===== src/rtl/cfg_loader_pkg.sv =====
// rtl/cfg_loader_pkg.sv - shared types and constants for the column config-chain loader
package cfg_loader_pkg;

    typedef enum logic [2:0] {
        IDLE  = 3'd0,
        HDR   = 3'd1,
        LOAD  = 3'd2,
        SHIFT = 3'd3,
        GAP   = 3'd4
    } state_t;

    // Header word layout: target ID in the low bits, chunk count directly above it.
    localparam int HDR_ID_LSB = 0;

    // CRC-16-CCITT, MSB first, no reflection, no final XOR.
    localparam logic [15:0] CRC_POLY = 16'h1021;
    localparam logic [15:0] CRC_INIT = 16'hFFFF;

endpackage


===== src/rtl/cfg_crc16.sv =====
// rtl/cfg_crc16.sv - bit-serial CRC-16 with restart and enable
module cfg_crc16
    import cfg_loader_pkg::*;
(
    input  logic        clk,
    input  logic        resetn,
    input  logic        init,
    input  logic        en,
    input  logic        bit_in,
    output logic [15:0] crc_next
);

    logic [15:0] crc_q;
    logic [15:0] base;
    logic        fb;

    // Next CRC value; a restart folds the seed in so the first bit is not lost.
    always_comb begin
        base     = init ? CRC_INIT : crc_q;
        fb       = base[15] ^ bit_in;
        crc_next = crc_q;
        if (en) begin
            crc_next = {base[14:0], 1'b0} ^ (fb ? CRC_POLY : 16'h0000);
        end
    end

    // CRC state register.
    always_ff @(posedge clk) begin
        if (!resetn) begin
            crc_q <= CRC_INIT;
        end else begin
            crc_q <= crc_next;
        end
    end

endmodule


===== src/rtl/cfg_chain_loader.sv =====
// rtl/cfg_chain_loader.sv - column config-chain loader; frame CRC output enabled by CFG_LOADER_CRC_EN
module cfg_chain_loader
    import cfg_loader_pkg::*;
#(
    parameter int ID_WIDTH   = 3,
    parameter int SHIFT_LEN  = 16,
    parameter int CNT_WIDTH  = 8,
    parameter int GAP_CYCLES = 2
)
(
    input  logic                 clk,
    input  logic                 crst,
    input  logic                 host_valid,
    output logic                 host_ready,
    input  logic [SHIFT_LEN-1:0] host_data,
    output logic                 cfg_in_start,
    output logic                 cfg_bit_in,
    output logic                 cfg_bit_en,
    output logic                 busy,
    output logic                 done,
    output logic [15:0]          crc
);

    localparam int CNT_LSB = HDR_ID_LSB + ID_WIDTH;
    localparam int CYC_MAX = (SHIFT_LEN > GAP_CYCLES) ? SHIFT_LEN : GAP_CYCLES;
    localparam int BIT_W   = $clog2(CYC_MAX + 1);

    state_t                state, state_d;
    logic [BIT_W-1:0]      bit_cnt, bit_cnt_d;
    logic [CNT_WIDTH-1:0]  rem, rem_d;
    logic [CNT_WIDTH-1:0]  req, req_d;
    logic [SHIFT_LEN-1:0]  shreg, shreg_d;
    logic [SHIFT_LEN-1:0]  pf_data, pf_data_d;
    logic                  pf_full, pf_full_d;
    logic                  accept;
    logic                  ready_d, start_d, bit_d, en_d, busy_d, done_d;

    assign accept = host_valid & host_ready;

    // Next-state, datapath and next-cycle output decode. Outputs are computed
    // from the next state so every port comes straight from a flop.
    always_comb begin
        state_d   = state;
        bit_cnt_d = bit_cnt;
        rem_d     = rem;
        req_d     = req;
        shreg_d   = shreg;
        pf_data_d = pf_data;
        pf_full_d = pf_full;
        start_d   = 1'b0;

        case (state)
            IDLE: begin
                if (accept) begin
                    // ID is left-aligned so HDR and SHIFT share one MSB-first shifter.
                    shreg_d   = {host_data[HDR_ID_LSB +: ID_WIDTH], {(SHIFT_LEN-ID_WIDTH){1'b0}}};
                    rem_d     = host_data[CNT_LSB +: CNT_WIDTH];
                    req_d     = host_data[CNT_LSB +: CNT_WIDTH];
                    pf_full_d = 1'b0;
                    bit_cnt_d = '0;
                    start_d   = 1'b1;
                    state_d   = HDR;
                end
            end
            HDR: begin
                if (accept) begin
                    pf_data_d = host_data;
                    pf_full_d = 1'b1;
                    req_d     = req - CNT_WIDTH'(1);
                end
                shreg_d = shreg << 1;
                if (bit_cnt == BIT_W'(ID_WIDTH - 1)) begin
                    bit_cnt_d = '0;
                    if (rem == '0) begin
                        state_d = GAP;
                    end else if (pf_full_d) begin
                        shreg_d   = pf_data_d;
                        pf_full_d = 1'b0;
                        state_d   = SHIFT;
                    end else begin
                        state_d = LOAD;
                    end
                end else begin
                    bit_cnt_d = bit_cnt + BIT_W'(1);
                end
            end
            LOAD: begin
                // Buffer is always empty here, so the word goes straight to the shifter.
                if (accept) begin
                    shreg_d   = host_data;
                    req_d     = req - CNT_WIDTH'(1);
                    bit_cnt_d = '0;
                    state_d   = SHIFT;
                end
            end
            SHIFT: begin
                if (accept) begin
                    pf_data_d = host_data;
                    pf_full_d = 1'b1;
                    req_d     = req - CNT_WIDTH'(1);
                end
                shreg_d = shreg << 1;
                if (bit_cnt == BIT_W'(SHIFT_LEN - 1)) begin
                    bit_cnt_d = '0;
                    rem_d     = rem - CNT_WIDTH'(1);
                    if (rem == CNT_WIDTH'(1)) begin
                        state_d = GAP;
                    end else if (pf_full_d) begin
                        shreg_d   = pf_data_d;
                        pf_full_d = 1'b0;
                        state_d   = SHIFT;
                    end else begin
                        state_d = LOAD;
                    end
                end else begin
                    bit_cnt_d = bit_cnt + BIT_W'(1);
                end
            end
            GAP: begin
                if (bit_cnt == BIT_W'(GAP_CYCLES - 1)) begin
                    bit_cnt_d = '0;
                    state_d   = IDLE;
                end else begin
                    bit_cnt_d = bit_cnt + BIT_W'(1);
                end
            end
            default: begin
                state_d = IDLE;
            end
        endcase

        // The host is only asked for words that still have a slot to land in.
        ready_d = (state_d == IDLE) ||
                  (((state_d == HDR) || (state_d == LOAD) || (state_d == SHIFT)) &&
                   !pf_full_d && (req_d != '0));
        en_d    = (state_d == HDR) || (state_d == SHIFT);
        bit_d   = en_d & shreg_d[SHIFT_LEN-1];
        busy_d  = (state_d != IDLE);
        done_d  = (state_d == GAP) && (bit_cnt_d == BIT_W'(GAP_CYCLES - 1));
    end

    // State, datapath and output registers.
    always_ff @(posedge clk) begin
        if (!crst) begin
            state        <= IDLE;
            bit_cnt      <= '0;
            rem          <= '0;
            req          <= '0;
            shreg        <= '0;
            pf_data      <= '0;
            pf_full      <= 1'b0;
            host_ready   <= 1'b0;
            cfg_in_start <= 1'b0;
            cfg_bit_in   <= 1'b0;
            cfg_bit_en   <= 1'b0;
            busy         <= 1'b0;
            done         <= 1'b0;
        end else begin
            state        <= state_d;
            bit_cnt      <= bit_cnt_d;
            rem          <= rem_d;
            req          <= req_d;
            shreg        <= shreg_d;
            pf_data      <= pf_data_d;
            pf_full      <= pf_full_d;
            host_ready   <= ready_d;
            cfg_in_start <= start_d;
            cfg_bit_in   <= bit_d;
            cfg_bit_en   <= en_d;
            busy         <= busy_d;
            done         <= done_d;
        end
    end

`ifdef CFG_LOADER_CRC_EN
    logic [15:0] crc_next;

    // The CRC follows exactly what the chain samples, so it is fed from the output flops.
    cfg_crc16 u_crc (
        .clk      (clk),
        .resetn   (crst),
        .init     (cfg_in_start),
        .en       (cfg_bit_en),
        .bit_in   (cfg_bit_in),
        .crc_next (crc_next)
    );

    // Publish the frame CRC together with done and hold it until the next frame ends.
    always_ff @(posedge clk) begin
        if (!crst) begin
            crc <= 16'h0000;
        end else if (done_d) begin
            crc <= crc_next;
        end
    end
`else
    assign crc = 16'h0000;
`endif

endmodule


===== config.mk =====
export PLATFORM = sky130hd
export DESIGN_NAME = cfg_chain_loader
export DESIGN_NICKNAME = d
export VERILOG_FILES = /design/src/rtl/cfg_loader_pkg.sv /design/src/rtl/cfg_crc16.sv /design/src/rtl/cfg_chain_loader.sv
export SDC_FILE = /design/constraint.sdc
export NUM_CORES = 1
export LEC_CHECK = 0
export BUFFER_PORTS_ARGS = -buffer_cell sky130_fd_sc_hd__buf_2
export CAP_MARGIN = 20
export CORE_ASPECT_RATIO = 0.5
export CORE_MARGIN = 10
export CORE_UTILIZATION = 48
export CTS_CLUSTER_DIAMETER = 150
export DETAILED_ROUTE_END_ITERATION = 10
export PLACE_DENSITY_LB_ADDON = 0.3
export RECOVER_POWER = 50
export SYNTH_ARGS = -nofsm -noshare
export SYNTH_HDL_FRONTEND = slang
export SYNTH_HIERARCHICAL = 1
export SYNTH_SLANG_ARGS = --single-unit

===== constraint.sdc =====
create_clock -name clk -period 2.35 [get_ports clk]
set_input_delay 0.47 -clock clk [delete_from_list [all_inputs] [get_ports clk]]
set_output_delay 0.47 -clock clk [all_outputs]
set_load 0.01 [all_outputs]

==> results by group, run 1 <==
Yosys
  • Synth Cell Area: 3590 um^2
  • Synth top area cells: dfxtp_1 35%, nand2_1 11%, a21oi_1 5.9%
  • Ys flop type: dfxtp_1
  • Syn avg cell area: 7.48 um^2
  • Synth warn: 6
  • Seq/Total Area, Yosys: 35.1%
  • Cell taking the most area after synthesis: dfxtp_1
  • Synth Register Bits: 63
  • Asr flop ratio synth: 0%
  • Post-synth EDFFs: 0
  • Most common cell in the synthesized netlist: nand2_1
  • Post-Syn Instances: 480
  • Post-synth top area share: 35.1%
  • Synth unique cells: 63
  • Commonest cells in the synthesized netlist: 108 x nand2_1, 63 x dfxtp_1, 42 x a21oi_1, 32 x o21ai_0, 26 x nor2_1

Detailed routing
  • Final ANT Viol Nets: 0
  • Via count: 3554
  • Via/cell ratio: 5.79
  • Avg WL per Cell: 16.4 um
  • DRT Wirelength: 10100 um
  • First-pass detailed-route iteration total: 5
  • Violation count after the first detailed-route iteration: 348
  • # DRC: 0

Setup path
  • Flop2flop setup slack: 0.08 ns
  • Critical path arrival: 2.49 ns
  • Worst r2r path cells: 9
  • RR Endpoint: shreg[4]$_SDFFE_PN0P_
  • Startpoint Class: flop
  • Crit path from: bit_cnt[0]$_SDFF_PN0_
  • Worst-path maximum fanout: 14
  • Worst R2R Start: bit_cnt[0]$_SDFF_PN0_
  • Data required time of the worst path: 2.57 ns
  • Crit. End Element: flop
  • Crit Path Class: reg -> reg

Power and ir drop
  • PwrDens: 833 nW/um^2
  • IR drop worst, VDD: 0.376 mV
  • LEAKAGE: 0.00174 uW
  • Comb power frac: 21.4%
  • Sw power: 1030 uW
  • Pwr Total: 3540 uW
  • Clock group share of total power: 43.6%
  • Sw frac: 29.1%
  • Power Internal: 2510 uW
  • Flop pwr share: 34.9%

Timing
  • # setup viols final: 0
  • Clock Skews: 0.00713 ns
  • Slew headroom: 65.4%
  • FMAX: 441 MHz
  • Final slew viol count: 0
  • Min Tclk post-route: 2.27 ns
  • Final Cycle Share: 96.5%
  • Final hold vios: 0
  • Worst Tran Pin Value: 0.506 ns

CTS
  • Root buffer selected by CTS: clkbuf_16
  • CTS tree: done
  • CTS H-tree depth: 3
  • Clk buf depth: 2
  • Clock latency on the worst-skew pair: 0.34 ns
  • Clock Sink Count: 63
  • Worst-path clk slew: 0.06 ns
  • Cts bufs inserted: 9
  • Hold Buf Count CTS: 0

Final layout
  • # nets final: 541
  • Non-Filler Instances: 614
  • Finished Cell Area: 4250 um^2
  • Synthesis-to-finish area growth: 18.3%
  • Final Util: 58.3%
  • Share of layout cells above drive strength 1: 15.1%
  • Diodes inserted: 0
  • Fillers: 664

Flow run
  • MaxCap Viol Count: 0

Placed design
  • # placed instances: 597
  • IO buf count: 24
  • Dpl hpwl: 7060 um
  • Post-placement cell area: 3860 um^2
  • Final Wtd Congestion: 0.907

GRT
  • Largest net degree at the start of global routing: 27
  • Initial antenna violation count: 0
  • Vias in the first global route: 3107
  • First-pass GRT wire length: 15600 um
  • Global Route Usage Sum: 17.0%
  • Grt ovf: 0

Floorplan
  • Standard-cell rows: 22
  • Chip height: 81.2 um
  • Top Ports: 41
  • Die Width: 142 um
  • Total die area: 11600 um^2
  • Core Region: 7290 um^2
  • Initial Util: 49.2%

Min path
  • Worst Hold End: pf_data[15]$_SDFFE_PN0N_
  • Worst min-delay path class: in -> reg
  • Hold Crit Depth: 3
  • Hold path start: host_data[15]

Status
  • Outcome: complete, no violations
[critical path, stage by stage (launching register included)]
cell and delay (ns):
dfxtp_2 0.33, inv_1 0.06, ha_1 0.13, or4b_4 0.49, o32ai_2 0.22, a21o_1 0.20, a21oi_1 0.09, buf_4 0.20
a221oi_1 0.32, a21oi_1 0.10
[kinds of logic after synthesis]
kind of cell | after synthesis | synth area share, %
fa+ha+maj | 9 | 3.13
flops | 63 | 35.1
compound gates | 133 | 24.1
buf+inv | 59 | 8.08
simple gates | 206 | 27.0
mux | 7 | 1.99
other cells | 1 | 0.104
xor+xnor | 2 | 0.488
[state kept, by name (all words and copies together) (netlist names), 3 cells and up]
| name | flops |
|---|---|
| bit_cnt | 5 |
| pf_data | 16 |
| rem | 8 |
| req | 8 |
| shreg | 16 |
| state | 3 |
[cells in the final DEF, fill, tap and decap left out, types with 4 or more instances in the layout]
| master | instances |
|---|---|
| nand2_1 | 108 |
| dfxtp_1 | 61 |
| a21oi_1 | 42 |
| o21ai_0 | 30 |
| nor2_1 | 26 |
| buf_4 | 25 |
| buf_2 | 18 |
| conb_1 | 16 |
| inv_1 | 13 |
| nand3_1 | 13 |
| and2_1 | 11 |
| clkbuf_16 | 9 |
| clkbuf_1 | 9 |
| a221oi_1 | 8 |
| ha_1 | 8 |
| nor3_1 | 6 |
| mux2i_1 | 6 |
| a22oi_1 | 6 |
| nand2b_1 | 5 |
| nand4_1 | 5 |
| and3_1 | 4 |
| o21a_1 | 4 |
[area by class of cell]
cell class | count | area, um^2 | area share [%]
Clock buffer | 10 | 239 | 5.62
Clock inverter | 6 | 108 | 2.53
Inverter | 13 | 48.8 | 1.15
Multi-Input combinational cell | 373 | 2150 | 50.7
Sequential cell | 63 | 1260 | 29.7
Tap cell | 96 | 120 | 2.83
Timing Repair Buffer | 53 | 317 | 7.45
[routing by layer]
layer | track usage [%] | part of all wire [%] | up-vias
met4 | 5.32 | 1.5 | 0
met3 | 5.70 | 9.5 | 15
met2 | 25.2 | 43 | 148
li1 | - | - | 1736
met5 | 0 | 0 | -
met1 | 22.8 | 46 | 1655
[worst max-delay path by stage]
stage | to | slack (ns)
floorplan | shreg[8]$_SDFFE_PN0P_ | 0.07
global placement | done$_SDFF_PN0_ | 0.1
detailed placement | host_ready$_SDFF_PN0_ | 0.07
CTS | done$_SDFF_PN0_ | 0.04
global route | shreg[11]$_SDFFE_PN0P_ | -0.02
finish | shreg[4]$_SDFFE_PN0P_ | 0.08
[stage by stage]
| stage | worst slack [ns] | hold WS [ns] | TNS (ns) |
|---|---|---|---|
| floorplan | 0.0705 | 0.431 | 0 |
| global placement | 0.0958 | 0.443 | 0 |
| detailed placement | 0.0713 | 0.450 | 0 |
| CTS | 0.0447 | 0.390 | 0 |
| global route | -0.0198 | 0.406 | -0.0530 |
| finish | 0.0829 | 0.395 | 0 |
[what timing repair did]
action,CTS,global route
hold endpoints to repair,0,0
setup endpoints to repair,0,14
resized for setup,0,13
setup buffers,0,1
[power groups by stage]
stage | registers (uW) | clock network (uW) | logic (uW)
2_1_floorplan | 1240 | 0 | 524
3_3_place_gp | 1250 | 0 | 716
3_5_place_dp | 1250 | 0 | 723
4_1_cts | 1230 | 1560 | 730
5_1_grt | 1250 | 1620 | 837
6_report | 1240 | 1550 | 759
Power figures use the tool's default switching activity.
==> run 2: changes to the inputs <==
--- a/config.mk
+++ b/config.mk
@@ -5,7 +5,8 @@
 export SDC_FILE = /design/constraint.sdc
 export NUM_CORES = 1
 export LEC_CHECK = 0
-export BUFFER_PORTS_ARGS = -buffer_cell sky130_fd_sc_hd__buf_2
+export ABC_AREA = 1
+export BUFFER_PORTS_ARGS = -buffer_cell sky130_fd_sc_hd__buf_4
 export CAP_MARGIN = 20
 export CORE_ASPECT_RATIO = 0.5
 export CORE_MARGIN = 10
==> run 2 against run 1 <==
Compared with the run above: global-route usage is 0.48 points lower; worst hold slack better by 0.043 ns; die area grew 6.2%; sequential cell count stayed put; final cell count is 17% higher.
==> results by group, run 2 <==
Status
  • Outcome: complete, no violations

Setup path
  • Crit path max-delay family: simple AND/OR/NAND/NOR gates
  • Critical path arrival: 2.38 ns
  • Crit path buf inv count: 1
  • Data required time of the worst path: 2.57 ns
  • Worst-path maximum fanout: 11
  • RR Endpoint: host_ready$_SDFF_PN0_
  • Flop2flop setup slack: 0.19 ns
  • Slowest CP cell: nor2_1
  • Cell mode on critical path: nand2_1
  • Startpoint Class: flop
  • Worst-path cell chain: nand2_1, nor2_1, inv_1, nand2_1, o21ai_0, nand2_1, nand2_1, nor2_1, nand3_1, nand2_1, a21oi_1
  • Worst R2R Start: host_ready$_SDFF_PN0_
  • Crit path from: host_ready$_SDFF_PN0_
  • Instance count on the critical path: 11
  • Crit Path Class: reg -> reg
  • Worst r2r path cells: 11
  • Crit. End Element: flop
  • CP endpoint: host_ready$_SDFF_PN0_
  • Slowest stage delay, CP: 0.44 ns

Detailed routing
  • DRT Wirelength: 9970 um
  • Violation count after the first detailed-route iteration: 248
  • First-pass detailed-route iteration total: 5
  • Final ANT Viol Nets: 0
  • Avg WL per Cell: 13.8 um
  • Via count: 3690
  • # DRC: 0
  • Via/cell ratio: 5.12

CTS
  • Root buffer selected by CTS: clkbuf_16
  • Clk buf depth: 2
  • Clock latency on the worst-skew pair: 0.33 ns
  • Clock Sink Count: 63
  • CTS H-tree depth: 3
  • CTS tree: done
  • Cts bufs inserted: 9
  • Worst-path clk slew: 0.05 ns
  • Setup bufs post-CTS: 0

Timing
  • RSZ-0062 raised after global routing: false
  • Final slew viol count: 0
  • Final setup TNS: 0 ns
  • # setup viols final: 0
  • Clock Skews: 0.00362 ns
  • Final Cycle Share: 92.0%
  • FMAX: 463 MHz
  • Final hold vios: 0
  • Min Tclk post-route: 2.16 ns

Final layout
  • Diodes inserted: 0
  • Synthesis-to-finish area growth: 12.7%
  • Fillers: 741
  • # nets final: 632
  • Share of layout cells above drive strength 1: 12.2%
  • Commonest non-fill, non-tap cells in the layout: 124 x nand2_1, 78 x nor2_1, 73 x inv_1
  • Most common cell after layout, fill and taps aside: nand2_1
  • Top flop regs: pf_data (16), shreg (16)

Floorplan
  • Chip height: 83.5 um
  • Total die area: 12300 um^2
  • Die Width: 147 um
  • Top Ports: 41
  • Standard-cell rows: 23
  • Initial Util: 48.9%
  • Core Region: 7910 um^2

Yosys
  • Ys flop type: dfxtp_1
  • Cell taking the most area after synthesis: dfxtp_1
  • Synth Cell Area: 3870 um^2
  • Commonest cells in the synthesized netlist: 123 x nand2_1, 77 x nor2_1, 71 x inv_1, 63 x dfxtp_1, 54 x o21ai_0
  • Most common cell in the synthesized netlist: nand2_1
  • Post-Syn Instances: 584
  • Synth unique cells: 40
  • Syn avg cell area: 6.63 um^2
  • Synth warn: 6
  • Asr flop ratio synth: 0%
  • Post-synth EDFFs: 0
  • Synth top area cells: dfxtp_1 33%, nand2_1 12%, nor2_1 7.5%
  • Seq/Total Area, Yosys: 32.6%
  • Synth Register Bits: 63
  • Post-synth top area share: 32.6%

Placed design
  • Final Wtd Congestion: 0.878
  • Dpl hpwl: 7170 um
  • IO buf count: 24

Flow run
  • MaxCap Viol Count: 0

GRT
  • Largest net degree at the start of global routing: 29
  • Global Route Usage Sum: 16.5%
  • Grt ovf: 0
  • Vias in the first global route: 3463
  • Initial antenna violation count: 0
  • First-pass GRT wire length: 16900 um

Power and ir drop
  • IR drop worst, VDD: 0.429 mV
  • LEAKAGE: 0.00204 uW
  • Pwr Total: 3400 uW
  • PwrDens: 778 nW/um^2

Min path
  • Worst min-delay path class: in -> reg
## run 2: cell count changes in the layout (fill, tap and decap cells not counted), sizes merged, moves of 10 or more
cell / previous run / this run
inv: 13 / 88
nor2: 26 / 87
o21ai: 33 / 61
nand2: 108 / 129
buf: 43 / 24
nand3: 13 / 28
a211oi: 1 / 14
and2: 12 / 0
a221oi: 11 / 1
## run 2: cell families (layout without fill, tap and decap cells)
kind of cell | Yosys count | after routing | synth area share [%]
adder cells (fa/ha/maj) | 9 | 9 | 2.91
XOR/XNOR | 1 | 1 | 0.226
buffers and inverters | 124 | 134 | 14.9
AO/OA/AOI/OAI | 138 | 138 | 20.7
other | 1 | 16 | 0.0969
AND/OR/NAND/NOR | 248 | 248 | 28.6
flip-flops | 63 | 63 | 32.6
## run 2: layout make-up
cell class,count,area (um^2),share of cell area [%]
multi-input cells,412,2090,47.9
inverters,88,343,7.86
flip-flops and latches,63,1260,28.9
well taps,112,140,3.21
clock inverters,5,81.3,1.86
clock buffers,11,243,5.56
repair buffers,30,203,4.65
## run 2: routing by layer
layer  part of all wire [%]  track usage [%]  up-vias
li1                       -                -     1896
met1                     51             23.1     1661
met2                     40             23.8      118
met3                    6.8             4.49       15
met4                    1.7             5.19        0
met5                      0                0        -
## run 2: power breakdown
| part | internal (uW) | switching [uW] | leakage [uW] |
|---|---|---|---|
| logic | 237 | 481 | 0.00137 |
| clock network | 957 | 490 | 0.000156 |
| registers | 1170 | 59.8 | 0.000516 |
## run 2: worst reg2reg max path, stage by stage, from the launching register on
cell     delay [ns]
dfxtp_1        0.39
nand2_1        0.25
nor2_1         0.44
inv_1          0.20
nand2_1        0.15
o21ai_0        0.10
nand2_1        0.09
nand2_1        0.05
nor2_1         0.13
nand3_1        0.12
nand2_1        0.09
a21oi_1        0.05
## run 2: per-stage QoR
step	area [um^2]	cells	setup WS (ns)	hold WS (ns)	util, %
5_1_grt	4360	721	0.0110	0.454	55.1
3_5_place_dp	4060	705	0.263	0.445	51.3
6_report	4360	721	0.189	0.439	55.1
3_3_place_gp	4060	705	0.312	0.441	51.3
4_1_cts	4380	721	0.249	0.434	55.4
2_1_floorplan	3930	599	0.536	0.431	-
## run 2: how the worst min path moves through the flow
| stage | slack, ns | cells past startpoint | to | startpoint |
|---|---|---|---|---|
| 6_report | 0.44 | 3 | rem[5]$_SDFFE_PN0P_ | host_data[8] |
| 5_1_grt | 0.45 | 3 | rem[0]$_SDFFE_PN0P_ | host_data[3] |
| 4_1_cts | 0.43 | 3 | rem[5]$_SDFFE_PN0P_ | host_data[8] |
| 3_5_place_dp | 0.45 | 2 | pf_data[5]$_SDFFE_PN0N_ | pf_data[5]$_SDFFE_PN0N_ |
| 3_3_place_gp | 0.44 | 2 | pf_data[12]$_SDFFE_PN0N_ | pf_data[12]$_SDFFE_PN0N_ |
| 2_1_floorplan | 0.43 | 2 | pf_data[10]$_SDFFE_PN0N_ | pf_data[10]$_SDFFE_PN0N_ |
## run 2: repair_timing
action	4_1_cts	5_1_grt
endpoints found under the setup margin	0	1
resized for setup	0	1
hold buffers	0	0
